**src/rtl/infer_seq_ctrl.sv**
```systemverilog
// Inference sequencer: start -> pixel run -> serial argmax -> UART send.
// Define INFER_SEQ_TIMEOUT_EN to build the RUN/SEND watchdog.
module infer_seq_ctrl #(
  parameter int IMG_PIXELS  = 784,
  parameter int NUM_CLASS   = 10,
  parameter int SCORE_W     = 8,
  parameter int TIMEOUT_CYC = 2000000
) (
  input  logic                         clk,
  input  logic                         rst_n,
  input  logic                         start_req,
  input  logic                         pix_vld,
  input  logic [NUM_CLASS*SCORE_W-1:0] net_dout,
  input  logic                         net_dout_vld,
  input  logic                         net_dout_end,
  input  logic                         tx_ready,
  output logic                         img_start,
  output logic                         busy,
  output logic                         tx_start,
  output logic [3:0]                   tx_class,
  output logic                         result_vld,
  output logic [3:0]                   result_class,
  output logic                         err,
  output logic [1:0]                   err_code
);

  localparam int CW = $clog2(IMG_PIXELS + 2);
  localparam logic [CW-1:0] PIX_N   = CW'(IMG_PIXELS);
  localparam logic [CW-1:0] PIX_SAT = CW'(IMG_PIXELS + 1);
  localparam logic [3:0]    LAST    = 4'(NUM_CLASS - 1);

  typedef enum logic [1:0] {
    IDLE,
    RUN,
    ARGMAX,
    SEND
  } state_t;

  state_t state, state_n;

  logic [CW-1:0]                cnt, cnt_n;
  logic [NUM_CLASS*SCORE_W-1:0] score, score_n;
  logic signed [SCORE_W-1:0]    lane [NUM_CLASS];
  logic signed [SCORE_W-1:0]    cur, best;
  logic [3:0]                   idx, best_idx;
  logic                         take;
  logic                         timeout;

  assign busy = (state != IDLE);

  always_comb begin
    for (int i = 0; i < NUM_CLASS; i++) begin
      lane[i] = score[i*SCORE_W +: SCORE_W];
    end
  end

  assign cur  = lane[idx];
  assign take = (idx == 4'd0) || (cur > best);

  // Same-cycle valid/end: the evaluation sees this cycle's beat and data.
  always_comb begin
    score_n = net_dout_vld ? net_dout : score;
    cnt_n   = cnt;
    if (pix_vld && (cnt != PIX_SAT)) begin
      cnt_n = cnt + 1'b1;
    end
  end

`ifdef INFER_SEQ_TIMEOUT_EN
  localparam int WW = $clog2(TIMEOUT_CYC + 1);
  localparam logic [WW-1:0] WD_LAST = WW'(TIMEOUT_CYC - 1);

  logic [WW-1:0] wd;
  logic          wd_on;

  assign wd_on   = (state == RUN) || (state == SEND);
  assign timeout = wd_on && (wd == WD_LAST);

  always_ff @(posedge clk or negedge rst_n) begin
    if (!rst_n) begin
      wd <= '0;
    end else if (!wd_on) begin
      wd <= '0;
    end else begin
      wd <= wd + 1'b1;
    end
  end
`else
  assign timeout = 1'b0;
`endif

  always_ff @(posedge clk or negedge rst_n) begin
    if (!rst_n) begin
      state <= IDLE;
    end else begin
      state <= state_n;
    end
  end

  always_comb begin
    state_n = state;
    unique case (state)
      IDLE: begin
        if (start_req) state_n = RUN;
      end
      RUN: begin
        if (net_dout_end) begin
          state_n = (cnt_n == PIX_N) ? ARGMAX : IDLE;
        end else if (timeout) begin
          state_n = IDLE;
        end
      end
      ARGMAX: begin
        if (idx == LAST) state_n = SEND;
      end
      SEND: begin
        if (tx_ready || timeout) state_n = IDLE;
      end
      default: state_n = IDLE;
    endcase
  end

  always_ff @(posedge clk or negedge rst_n) begin
    if (!rst_n) begin
      img_start    <= 1'b0;
      tx_start     <= 1'b0;
      tx_class     <= '0;
      result_vld   <= 1'b0;
      result_class <= '0;
      err          <= 1'b0;
      err_code     <= '0;
      cnt          <= '0;
      score        <= '0;
      idx          <= '0;
      best         <= '0;
      best_idx     <= '0;
    end else begin
      img_start  <= 1'b0;
      tx_start   <= 1'b0;
      result_vld <= 1'b0;
      unique case (state)
        IDLE: begin
          if (start_req) begin
            img_start <= 1'b1;
            cnt       <= '0;
            err       <= 1'b0;
            err_code  <= 2'b00;
          end
        end
        RUN: begin
          cnt   <= cnt_n;
          score <= score_n;
          idx   <= '0;
          if (net_dout_end) begin
            if (cnt_n < PIX_N) begin
              err      <= 1'b1;
              err_code <= 2'b01;
            end else if (cnt_n > PIX_N) begin
              err      <= 1'b1;
              err_code <= 2'b11;
            end
          end else if (timeout) begin
            err      <= 1'b1;
            err_code <= 2'b10;
          end
        end
        ARGMAX: begin
          idx <= idx + 1'b1;
          if (take) begin
            best     <= cur;
            best_idx <= idx;
          end
          if (idx == LAST) begin
            result_vld   <= 1'b1;
            result_class <= take ? idx : best_idx;
          end
        end
        SEND: begin
          if (tx_ready) begin
            tx_start <= 1'b1;
            tx_class <= result_class;
          end else if (timeout) begin
            err      <= 1'b1;
            err_code <= 2'b10;
          end
        end
        default: ;
      endcase
    end
  end

endmodule

```
**config.mk**
```make
export PLATFORM = sky130hd
export DESIGN_NAME = infer_seq_ctrl
export DESIGN_NICKNAME = d
export VERILOG_FILES = /design/src/rtl/infer_seq_ctrl.sv
export SDC_FILE = /design/constraint.sdc
export NUM_CORES = 1
export LEC_CHECK = 0
export ABC_AREA = 1
export CORE_MARGIN = 10
export CORE_UTILIZATION = 50
export DETAILED_ROUTE_END_ITERATION = 10
export PLACE_DENSITY = 0.85
export SLEW_MARGIN = 20
export SYNTH_ARGS = -nofsm -noshare
export SYNTH_HDL_FRONTEND = slang
export SYNTH_SLANG_ARGS = --single-unit
```
**constraint.sdc**
```tcl
create_clock -name clk -period 8.25 [get_ports clk]
set_input_delay 2.0625 -clock clk [delete_from_list [all_inputs] [get_ports clk]]
set_output_delay 2.0625 -clock clk [all_outputs]
set_load 0.01 [all_outputs]
```
**Word level (Yosys, flattened, before mapping)**

Cells that the tools add are included.

- Flip-flop bits (word level): 122
- Logic and storage cells: 75
- Output and inout bits: 15

- Add/sub/neg operators: 2
- $lt $le $gt $ge: 4
- Equality and inequality tests: 11
- Mux-type cells: 30
- Bitwise logic cells: 1
- Reduce and logical (&&, ||, !) cells: 14

Operators by type and width:

| cell | number |
|---|---|
| 8-bit binary-select mux with 4-bit select | 1 |
| 10-bit two-way mux | 2 |
| 10-bit one-hot mux with 2 select lines | 1 |
| 2-bit two-way mux | 9 |
| 8-bit two-way mux | 2 |
| 10-bit by 1-bit adder with 10-bit output (second input constant) | 1 |
| 10-bit == test (second input constant) | 1 |
| 10-bit > comparator (second input constant) | 1 |
| 10-bit < comparator (second input constant) | 1 |
| 1-bit two-way mux | 10 |
| 10-bit != test (second input constant) | 1 |
| 2-bit AND reduction | 5 |
| 8-bit > comparator | 1 |
| 2-bit != test (second input constant) | 4 |
| 2-bit one-hot mux with 4 select lines | 1 |
| 4-bit one-hot mux with 2 select lines | 1 |
| 4-bit AND reduction | 2 |
| 2-bit nonzero test | 3 |
| 5-bit >= comparator (second input constant) | 1 |
| 4-bit NOT with 5-bit output | 1 |
| 4-bit by 1-bit adder with 4-bit output (second input constant) | 1 |
| 2-bit == test (second input constant) | 2 |
| 4-bit == test (second input constant) | 1 |
| 4-bit logical NOT | 1 |
| other kinds (8) | 8 |

**Logic depth before layout (Yosys ltp)**

- Word-level depth: 8
- Mapped depth: 19

**Worst setup path after synthesis**

Ideal clock, no wire load.

- Kind: input -> register
- Start point: input port pix_vld
- End point: register err_code[0]
- Arrival time: 3062 ps
- Required time: 8184 ps
- Slack: 5122 ps
- Stages on the path: 11
- Cells stage by stage: buf_2 > inv_1 > nor2_2 > nand2_1 > nand2_2 > nand2_1 > nor2_2 > nand3_2 > nand2_2 > nand3_1 > nand2_1

- Longest elaborated chain between the ends: 6
- Elaborated cells on any way between the ends: 9

RTL lines:

| element | RTL line | source |
|---|---|---|
| from (decl) | 12 | `input logic pix_vld,` |
| 1-bit logical AND * | 64 | `if (pix_vld && (cnt != PIX_SAT)) begin` |
| 10-bit two-way mux * | 64 |  |
| 10-bit < comparator | 155 | `if (cnt_n < PIX_N) begin` |
| 2-bit two-way mux | 155 |  |
| 2-bit two-way mux | 154 | `if (net_dout_end) begin` |
| 2-bit one-hot mux with 2 select lines | 141 | `unique case (state)` |
| to (signal assigned) | 147 | `err_code <= 2'b00;` |
| to (signal assigned) | 157 | `err_code <= 2'b01;` |
| to (signal assigned) | 160 | `err_code <= 2'b11;` |
| to (decl) | 24 | `output logic [1:0] err_code` |

Every way passes the cells marked *; elsewhere a longest branch is shown, timed or not. The select of a mux whose other input is x is not followed.
A chain may end at the register's enable or synchronous reset.

**Worst setup path in the final report**

- Start point: register idx[0]
- End point: register best_idx[0]

- Longest elaborated chain between the ends: 7
- Elaborated cells on any way between the ends: 8

RTL lines:

| element | RTL line | source |
|---|---|---|
| from (decl) | 45 | `logic [3:0] idx, best_idx;` |
| from (signal assigned) | 168 | `idx <= idx + 1'b1;` |
| 4-bit NOT with 5-bit output (not written as such) | 57 | `assign cur = lane[idx];` |
| 8-bit binary-select mux with 4-bit select | 57 |  |
| 8-bit two-way mux (not written as such) (2 in a row) | 57 |  |
| named net cur[1] | 44 | `logic signed [SCORE_W-1:0] cur, best;` |
| 8-bit > comparator | 58 | `assign take = (idx == 4'd0) \|\| (cur > best);` |
| 1-bit logical OR | 58 |  |
| 4-bit two-way mux | 169 | `if (take) begin` |
| to (signal assigned) | 171 | `best_idx <= idx;` |
| to (decl) | 45 |  |

The timed path passes the listed nets, and every way through them passes these cells. The select of a mux whose other input is x is not followed.

==> results.json <==
{
  "outcome": "finished clean",
  "ys_ff_latch": 121,
  "clock_path_buffers": 2,
  "root_buffer": "clkbuf_16",
  "grt_max_degree": 81,
  "final_common_cell": "dfrtp_1",
  "worstPathMaxFanout": 43,
  "swShare_pct": 32.4,
  "htree_levels": 4,
  "min_path_type": "register to register",
  "synth_area_sq_um": 6130,
  "dp_hpwl_mm": 11.1,
  "antenna_found_initial": 0,
  "dieArea_sq_um": 17100,
  "ioPinCount": 102,
  "drc": 0,
  "start_kind": "register",
  "layout_min_cycle_time_ps": 4030,
  "synth_cell_types": 35,
  "p_per_area_nw_per_um2": 328,
  "cap_violations": 0,
  "grt_pass1_wl_mm": 25.3,
  "fmax_mhz": 248,
  "required_ps": 8510,
  "synth_xor_area_share_pct": 0.286,
  "setup_viol": 0,
  "vias": 4932,
  "final_cell_mix": "dfrtp_1 (121), nand2_1 (109), clkdlybuf4s50_1 (100)",
  "initial_core_util_pct": 51.0,
  "syn_to_final_growth_pct": 27.9,
  "worstMarginPinSlew_ps": 1070,
  "gp_congestion": 0.898,
  "clk_pin_slew_worst_paths_ps": 60,
  "max_slew_margin_pct": 28.9,
  "grt_usage_pct": 18.8,
  "antenna_cells": 0,
  "avgViaCountPerCell": 5.60,
  "syn_inst": 627,
  "synthAdderAreaFrac_pct": 3.68,
  "synth_top_family_by_area": "simple AND/OR/NAND/NOR gates",
  "holdWs_ps": 471,
  "drt_first_iter_violations": 386,
  "clkPwrFrac_pct": 29.9,
  "crit_arrival_ps": 4290,
  "cts_resized": 0,
  "avgSynthCellArea_sq_um": 9.77,
  "wl_mm": 15.4,
  "ant_nets": 0,
  "clk_latency_ps": 420,
  "firstDrtPassIters": 7,
  "grt_pass1_vias": 5218,
  "wire_per_inst_microns": 17.4,
  "skew_ps": 7.26,
  "pwr-share-seq_pct": 39.2,
  "critPathKind": "register to register",
  "hold_violations": 0,
  "io_buffers": 101,
  "irDropWorstVdd_v": 0.000182,
  "final_util_pct": 65.2,
  "slew_violations": 0,
  "ctsHoldBuffers": 0,
  "worst_setup_path_end_kind": "register",
  "p_int_mw": 1.74,
  "yosysSeqAreaShare_pct": 49.4,
  "die_w_microns": 131,
  "overflow": 0,
  "syn_nets": 732,
  "numCtsBuffers": 17,
  "setup_tns_ps": 0,
  "power.leakage_nw": 3.51,
  "finalCritPeriodShare_pct": 48.8,
  "synth_compound_area_share_pct": 9.56,
  "synthMuxAreaShare_pct": 15.8,
  "rsz0062_at_grt": "no",
  "share_comb_of_total_power_pct": 30.9,
  "nets": 826,
  "p_sw_uw": 835,
  "drive_gt1_share_pct": 19.1,
  "coreArea_sq_um": 12000,
  "synthSimpleGateAreaFrac_pct": 16.0,
  "synth_warnings": 0,
  "fp-row-count": 40,
  "cts_tree": "built",
  "clkSinkCount": 121,
  "die_h_microns": 131,
  "cts_setup_buffers": 0
}
critical path: stages (launching register included):
cell	delay (ps)
dfrtp_1	320
buf_4	380
inv_1	580
o21ai_0	360
o221ai_1	140
o211ai_1	150
o21ai_0	180
ha_1	340
a21oi_1	60
o21ai_0	130
a21boi_0	100
o21ai_1	170
nand2_1	140
nand2_1	320
nand2_2	280
nand2_1	110
o21ai_0	80
worst paths after layout:
check | to | startpoint | slack [ps] | depth (start not counted)
setup / recovery | best_idx[0] | idx[0] | 4220 | 16
hold / removal | best[2] | best[2] | 470 | 2
setup reg to reg | best_idx[0] | idx[0] | 4220 | 16
hold reg to reg | best[2] | best[2] | 470 | 2
max in group asynchronous | score[67] | rst_n | 5260 | 2
min in group asynchronous | score[56] | rst_n | 1670 | 1
metrics by stage:
stage | std cells | power [mW] | worst slack, ps | instance area (sq um)
after global placement | 849 | 1.75 | 4390 | 7210
final | 881 | 2.57 | 4220 | 7830
after detailed placement | 849 | 1.80 | 4300 | 7210
after global routing | 881 | 2.73 | 3780 | 7830
after floorplan | 627 | 1.54 | 5120 | 6130
after CTS | 881 | 2.59 | 4270 | 7830
state kept, by name (all words and copies together) (netlist names), named ones only:
signal and count:
best 8, score 80, tx_class 4, err_code 2, tx_start 1, result_class 4
state 1, result_vld 1, best_idx 4, img_start 1, cnt 10, idx 4
cells by family (layout without fill, tap and decap cells):
logic type                 Yosys count  in the layout
and+or+nand+nor                    221            221
DFF                                121            121
AOI/OAI and AO/OA                   99             99
muxes                               87             87
buffers and inverters               79            186
adders and majority gates           18             18
xor gates and xnor gates             2              2
Yosys cell counts (all sizes together):
cell type	instances	area share, %
o211ai	6	0.74
nand3b	2	0.25
nor2	53	3.7
ha	18	3.7
dfrtp	121	49
xor2	2	0.29
mux2	80	15
mux2i	7	1.1
a21boi	2	0.31
inv	50	3.1
buf	16	1.3
o221ai	10	1.4
clkbuf	12	0.74
o21ai	53	4.3
a21oi	10	0.88
or2	1	0.10
o22ai	17	1.7
nor3	6	0.65
a31o	1	0.14
clkinv	1	0.061
nor4	1	0.10
nand4	8	0.82
nand2	118	7.6
nand3	32	2.8
power groups by stage:
stage | combinational [mW] | sequential, mW | clock [mW]
finish | 0.794 | 1.01 | 0.769
CTS | 0.800 | 1.01 | 0.779
global route | 0.889 | 1.04 | 0.806
detailed placement | 0.790 | 1.01 | 0
floorplan | 0.595 | 0.949 | 0
global placement | 0.755 | 0.999 | 0
layer usage:
| metal | global-route usage [%] | wire, microns | share of wire, % | up-vias |
|---|---|---|---|---|
| met5 | 0 | 0 | 0 | - |
| met4 | 8.24 | 397 | 2.6 | 0 |
| met3 | 5.52 | 974 | 6.3 | 39 |
| met2 | 30.3 | 7360 | 48 | 184 |
| met1 | 23.0 | 6630 | 43 | 2383 |
| li1 | - | - | - | 2326 |
final cells by class:
type / count / area [sq um]
repair buffers: 103 / 1020
inverters: 51 / 191
clock inverters: 12 / 163
well taps: 147 / 184
multi-input cells: 427 / 2790
clock buffers: 20 / 457
fillers: 913 / 4180
flip-flops and latches: 121 / 3030
(Power assumes the default switching activity.)
